File: src/rtl/mod107_digit_serializer_if.sv
// Bus bundle for the mod-107 digit serializer: an operand load channel and a
// digit channel feeding the X_k LUT stage, plus a busy flag.
interface mod107_digit_serializer_if #(
   parameter int W = 300,
   parameter int D = 6
);
   logic         ld_valid;
   logic         ld_ready;
   logic [W-1:0] ld_data;
   logic         dg_valid;
   logic         dg_ready;
   logic [D-1:0] dg_data;
   logic [5:0]   dg_idx;
   logic         dg_last;
   logic         busy;

   // Environment side: offers operands and consumes digits.
   modport master (
      output ld_valid, ld_data, dg_ready,
      input  ld_ready, dg_valid, dg_data, dg_idx, dg_last, busy
   );

   // Serializer side.
   modport slave (
      input  ld_valid, ld_data, dg_ready,
      output ld_ready, dg_valid, dg_data, dg_idx, dg_last, busy
   );
endinterface

File: src/rtl/mod107_digit_serializer.sv
// Splits a W-bit operand into N = W/D digits and issues them MSB-first, one per
// accepted handshake, tagged with the digit index that selects the X_k LUT.
module mod107_digit_serializer #(
   parameter int W = 300,
   parameter int D = 6
) (
   input  logic                         clk,
   input  logic                         rst_n,
   mod107_digit_serializer_if.slave     bus
);
   localparam int N = W / D;
   localparam logic [5:0] IDX_TOP = 6'(N - 1);

   typedef enum logic {IDLE, SEND} state_t;

   state_t       state_reg;
   logic [W-1:0] shift_reg;
   logic [5:0]   idx_reg;
   logic         last_reg;

   // Load / shift state machine; dg_last is kept as its own register so it is
   // ready on the same cycle the index reaches zero.
   always_ff @(posedge clk or negedge rst_n) begin
      if (!rst_n) begin
         state_reg <= IDLE;
         shift_reg <= '0;
         idx_reg   <= '0;
         last_reg  <= 1'b0;
      end else begin
         case (state_reg)
            IDLE: begin
               if (bus.ld_valid) begin
                  shift_reg <= bus.ld_data;
                  idx_reg   <= IDX_TOP;
                  last_reg  <= (N == 1);
                  state_reg <= SEND;
               end
            end
            SEND: begin
               if (bus.dg_ready) begin
                  if (idx_reg == 6'd0) begin
                     last_reg  <= 1'b0;
                     state_reg <= IDLE;
                  end else begin
                     shift_reg <= shift_reg << D;
                     idx_reg   <= idx_reg - 6'd1;
                     last_reg  <= (idx_reg == 6'd1);
                  end
               end
            end
            default: state_reg <= IDLE;
         endcase
      end
   end

   // Outputs come only from registers, so no input reaches an output in the same cycle.
   assign bus.ld_ready = (state_reg == IDLE);
   assign bus.dg_valid = (state_reg == SEND);
   assign bus.busy     = (state_reg == SEND);
   assign bus.dg_data  = shift_reg[W-1 -: D];
   assign bus.dg_idx   = idx_reg;
   assign bus.dg_last  = last_reg;
endmodule

File: src/flat_wrapper.sv
// flat-port wrapper written by rule: the top's interface ports become plain ports
module mod107_digit_serializer_flat 
#(
   parameter int W = 300,
   parameter int D = 6
)
  (clk, rst_n, bus_ld_valid, bus_ld_data, bus_dg_ready, bus_ld_ready, bus_dg_valid, bus_dg_data, bus_dg_idx, bus_dg_last, bus_busy);
  mod107_digit_serializer_if #(.W(W), .D(D)) bus_i ();
  input  logic clk;
  input  logic rst_n;
  input wire logic [$bits(bus_i.ld_valid)-1:0] bus_ld_valid;
  input wire logic [$bits(bus_i.ld_data)-1:0] bus_ld_data;
  input wire logic [$bits(bus_i.dg_ready)-1:0] bus_dg_ready;
  output wire logic [$bits(bus_i.ld_ready)-1:0] bus_ld_ready;
  output wire logic [$bits(bus_i.dg_valid)-1:0] bus_dg_valid;
  output wire logic [$bits(bus_i.dg_data)-1:0] bus_dg_data;
  output wire logic [$bits(bus_i.dg_idx)-1:0] bus_dg_idx;
  output wire logic [$bits(bus_i.dg_last)-1:0] bus_dg_last;
  output wire logic [$bits(bus_i.busy)-1:0] bus_busy;
  assign bus_i.ld_valid = bus_ld_valid;
  assign bus_i.ld_data = bus_ld_data;
  assign bus_i.dg_ready = bus_dg_ready;
  assign bus_ld_ready = bus_i.ld_ready;
  assign bus_dg_valid = bus_i.dg_valid;
  assign bus_dg_data = bus_i.dg_data;
  assign bus_dg_idx = bus_i.dg_idx;
  assign bus_dg_last = bus_i.dg_last;
  assign bus_busy = bus_i.busy;
  mod107_digit_serializer #(.W(W), .D(D)) u_core (.clk(clk), .rst_n(rst_n), .bus(bus_i));
endmodule
File: config.mk
export PLATFORM = sky130hd
export DESIGN_NAME = mod107_digit_serializer_flat
export DESIGN_NICKNAME = d
export VERILOG_FILES = /design/src/rtl/mod107_digit_serializer_if.sv /design/src/rtl/mod107_digit_serializer.sv /design/src/flat_wrapper.sv
export SDC_FILE = /design/constraint.sdc
export NUM_CORES = 1
export LEC_CHECK = 0
export CORE_ASPECT_RATIO = 0.6
export CORE_MARGIN = 3
export CORE_UTILIZATION = 53
export CTS_BUF_LIST = sky130_fd_sc_hd__clkbuf_2
export DETAILED_ROUTE_END_ITERATION = 6
export HOLD_SLACK_MARGIN = 0.15
export PLACE_DENSITY = 0.83
export SYNTH_ARGS = -nofsm -noshare
export SYNTH_HDL_FRONTEND = slang
export SYNTH_SLANG_ARGS = --single-unit
File: constraint.sdc
create_clock -name clk -period 2.2 [get_ports clk]
set_clock_uncertainty 0.05 [all_clocks]
set_input_delay 0.44 -clock clk [delete_from_list [all_inputs] [get_ports clk]]
set_output_delay 0.44 -clock clk [all_outputs]
set_load 0.01 [all_outputs]
# Yosys cells after proc, flatten, opt, wreduce, memory -nomap -nowiden
# Index checks and enable logic that the tools add are counted.
[word_totals] ff_bits=308 inputBits=304 output_inout_bits=16 elab_cells=29
[op_classes] add_sub_neg=1 eq_ne=4 mux=16 bitwise_logic=1 n_reduce_logical=3
[op_table] cell="$mux 300" n=3
[op_table] cell="$pmux 300 s2" n=1
[op_table] cell="$mux 6" n=3
[op_table] cell="$pmux 6 s2" n=1
[op_table] cell="$eq 6x1->1 const B" n=1
[op_table] cell="$logic_not 6->1" n=1
[op_table] cell="$mux 1" n=6
[op_table] cell="$ne 2x2->1 const B" n=3
[op_table] cell="$sub 6x1->6 const B" n=1
[op_table] cell="$pmux 1 s2" n=2
[op_table] cell="$reduce_and 3->1" n=1
[op_table] cell="$reduce_and 2->1" n=1
[op_table] cell="$not 1->1" n=1

# Depth between registers and ports, before layout
[logic_depth] depth_word=4 mapped_depth=7 ltp_nobuf=5

# Worst setup path before layout
# OpenSTA, ideal clock, no wires.
[synth_path] path_type="flip-flop to flip-flop" from="reg u_core.idx_reg[0], in the netlist u_core.bus.dg_idx[0]" to="reg u_core.shift_reg[234]" setup_time_ns=0.127 arrival_time_ns=1.896 t_required_ns=2.023 setup_slack_ns=0.127 path_stages_with_launch=8 n_path_buf=2 period_less_slack_ns=2.073 path_cell_list="dfrtp_1 -> inv_1 -> ha_1 -> nor2b_1 -> a21oi_2 -> buf_4 -> buf_6 -> mux2_1"
[synth_between] elab_chain_cells=3
[synth_lines] item="start, declared" line_no="mod107_digit_serializer.sv:18" text="logic [5:0] idx_reg;"
[synth_lines] item="start signal, assigned" line_no="mod107_digit_serializer.sv:46" text="idx_reg <= idx_reg - 6'd1;"
[synth_lines] item="$logic_not 6->1" line_no="mod107_digit_serializer.sv:41" text="if (idx_reg == 6'd0) begin"
[synth_lines] item="$ne 2x2->1 (no source line)"
[synth_lines] item="$reduce_and 3->1 (no source line)"
[synth_lines] item="end signal, assigned" line_no="mod107_digit_serializer.sv:33" text="shift_reg <= bus.ld_data;"
[synth_lines] item="end signal, assigned" line_no="mod107_digit_serializer.sv:45" text="shift_reg <= shift_reg << D;"
[synth_lines] item="end, declared" line_no="mod107_digit_serializer.sv:17" text="logic [W-1:0] shift_reg;"
# Every way passes these cells.
# A chain may end at the register's enable or synchronous reset.

# Worst setup path in the final report
[layout_path] from="reg u_core.idx_reg[0], in the netlist u_core.bus.dg_idx[0]" to="reg u_core.shift_reg[231]"
# The elaborated chain is that of the path after synthesis.

==> flow_metrics.env <==
export IMPL_status="finished, violations left"
export IMPL_largest_register_ffs=300
export IMPL_critPathKind="flip-flop to flip-flop"
export IMPL_fin_area_um2=23200
export IMPL_clk_latency_ps=950
export IMPL_synth_nets=1332
export IMPL_synthTopCellsByCount="mux2_2, dfrtp_1, mux2_1"
export IMPL_period_share=1.03
export IMPL_antenna_found_initial=8
export IMPL_wirelength_um=48800
export IMPL_synth_avg_cell_area_um2=14.9
export IMPL_synth_edf_count=0
export IMPL_port_buffers=319
export IMPL_cts_buffer_depth=3
export IMPL_ys_types=31
export IMPL_cp_common_cell="buf_4"
export IMPL_start_kind="flip-flop"
export IMPL_ys_top_cells_by_area="dfrtp_1, mux2_2, mux2_1, buf_6, clkbuf_1"
export IMPL_drive_gt1_frac=0.344
export IMPL_core_um2=27900
export IMPL_crit_arrival_ps=3050
export IMPL_critPathBufInv=6
export IMPL_dpl_worst_slack_ps=-72.1
export IMPL_vias=11400
export IMPL_grt_usage=0.293
export IMPL_syn_to_final_growth_pct=52.3
export IMPL_root_buffer="clkbuf_2"
export IMPL_setup_ws_ps=-60.3
export IMPL_grt_max_degree=103
export IMPL_synth_top_area_share=0.506
export IMPL_io_pins=320
export IMPL_firstDrtPassIters=5
export IMPL_path_max_fanout=9
export IMPL_rsz0062_at_grt="true"
export IMPL_tightest_slew_ps=448
export IMPL_slew_violations=0
export IMPL_ys_flop_type="dfrtp_1"
export IMPL_synth_seq_area_share=0.506
export IMPL_tritoncts="done"
export IMPL_worst_path_dominant_cell_family="buffers and inverters"
export IMPL_syn_area_um2=15200
export IMPL_finalSetupViolCount=7
export IMPL_post_route_util=0.831
export IMPL_path_clk_slew_ps=130
export IMPL_dr_first_iter_drc_count=540
export IMPL_row_count=47
export IMPL_syn_inst=1025
export IMPL_max_cap_violations=0
export IMPL_grt_pass1_wl_um=69600
export IMPL_routedWlPerCell_um=23.0
export IMPL_cts_made_buffers=73
export IMPL_start_util=0.545
export IMPL_yosys_warnings=0
export IMPL_drc=0
export IMPL_finalWorstPathRequiredPeriod_ps=2260
export IMPL_yosysMostFrequentCell="mux2_2"
export IMPL_viasPerCell=5.38
export IMPL_powerDensity_nw_per_um2=1100
export IMPL_r2r_slack_ps=-60
export IMPL_endpoint_kind="flip-flop"
export IMPL_hpwlAfterDp_um=25700
export IMPL_die_h_um=137
export IMPL_htreeDepth=3
export IMPL_path_cells="buf_4, inv_1, ha_1, nor2b_4, a21oi_4, buf_12, buf_4, clkbuf_16, buf_4, mux2_1"
export IMPL_r2r_end="u_core.shift_reg[231]"
export IMPL_hold_path_end="u_core.shift_reg[148]"
export IMPL_cts_sinks=308
export IMPL_layout_nets=2003
export IMPL_fmax_ghz=0.442
export IMPL_worstPathRequired_ps=2990
export IMPL_min_path_cells=3
export IMPL_routabilityCongestion=0.869
export IMPL_globalRouteOverflowTotal=0
export IMPL_grt_pass1_vias=12600
export IMPL_hold_violations=0
export IMPL_vdd_drop_max_mv=0.800
export IMPL_die_x_um=225
export IMPL_power_leakage_nw=10.7
export IMPL_ant_nets=0
export IMPL_violations="setup timing"
export IMPL_cp_slowest_cell="dfrtp_1"
export IMPL_ys_ff_latch=308
export IMPL_dieArea_um2=30900
export IMPL_r2r_start="u_core.bus.dg_idx[0]"
export IMPL_holdCritStartpoint="bus_ld_data[148]"
export IMPL_cpPeakStageDelay_ps=400
export IMPL_max_slew_margin_rel=0.702
export IMPL_ys_async_sr_fraction=1.00
export IMPL_min_path_type="input pin to flip-flop"
export IMPL_holdWs_ps=227
export IMPL_dpl_instance_area_um2=19000
export IMPL_netlist_top_cell_by_area="dfrtp_1"
export IMPL_r2r_cells=10
how the worst max path moves through the flow:
stage	startpoint	end	slack, ps	depth (start not counted)
after floorplan	u_core.bus.dg_idx[0]	u_core.shift_reg[234]	130	7
after global placement	bus_dg_ready	u_core.shift_reg[113]	-50	6
after detailed placement	bus_ld_valid	u_core.shift_reg[106]	-70	6
after CTS	u_core.bus.busy	bus_busy	-140	2
after global routing	u_core.bus.busy	bus_ld_ready	-190	3
final	u_core.bus.dg_idx[0]	u_core.shift_reg[231]	-60	10
power by group:
group / switching [W] / internal, W / leakage [nW] / total [W]
combinational: 0.00449 / 0.00741 / 6.30 / 0.0119
clock: 0.00247 / 0.00140 / 0.491 / 0.00388
sequential: 0.00152 / 0.00827 / 3.88 / 0.00979
total: 0.00848 / 0.0171 / 10.7 / 0.0256
cell type report:
class | count | area, um2
Antenna cell | 7 | 17.5
Clock buffer | 108 | 541
Clock inverter | 16 | 87.6
Fill cell | 1379 | 4730
Inverter | 5 | 31.3
Multi-Input combinational cell | 637 | 7070
Sequential cell | 308 | 7710
Tap cell | 367 | 459
Timing Repair Buffer | 671 | 7280
stage by stage:
step	total power [W]	setup TNS, ps	std cells
after detailed placement	0.0193	-9110	1680
after CTS	0.0237	-396	2082
after floorplan	0.0165	0	1025
after global routing	0.0269	-2960	2118
final	0.0256	-164	2119
after global placement	0.0188	-7250	1680
cell families after synthesis:
logic type,after synthesis,synth area share
AO/OA/AOI/OAI,20,0.00945
adder cells (fa/ha/maj),3,0.00246
buffers and inverters,80,0.0353
flip-flops,308,0.506
multiplexers,591,0.437
AND/OR/NAND/NOR,23,0.0102
per-layer routing:
| metal | part of all wire | wire length [um] | up-vias | global-route usage |
|---|---|---|---|---|
| li1 | - | - | 5124 | - |
| met1 | 0.41 | 20000 | 5773 | 0.351 |
| met2 | 0.51 | 25000 | 370 | 0.517 |
| met3 | 0.046 | 2260 | 125 | 0.0726 |
| met4 | 0.033 | 1600 | 2 | 0.113 |
| met5 | 0.00029 | 14 | - | 0 |
worst min-delay path, delay by kind of cell:
kind                   cells  cell delay, ps
buffers and inverters      1             470
muxes                      2             260
cell usage in the layout, fill, tap and decap left out, types with 3 or more instances in the layout:
cell             netlist  layout
clkbuf_16              0      19
mux2_1               230     213
dlygate4sd3_1          0     261
bufbuf_16              0       3
diode_2                0       7
clkdlybuf4s50_1        0     302
buf_16                 0       9
nor3b_1                6       6
inv_1                  5       4
buf_4                  8      39
clkinv_1               0      13
buf_6                 25       6
clkbuf_2               0     115
o21ai_0                4       4
mux2_4                 0      14
dfrtp_1              308     304
clkdlybuf4s15_1        0       5
mux2_2               359     362
buf_12                 0      17
a21o_1                 7       7
ha_1                   3       3
nand2_1                3       3
dfrtp_2                0       3
nor2_1                 3       3
timing repair:
action,in CTS,in global routing
cloned,3,20
setup buffers,14,10
setup endpoints to repair,16,291
endpoints found under the hold margin,565,1
pin swaps,0,1
hold buffers,261,1
gates resized for setup,47,51
(Power assumes the default switching activity.)
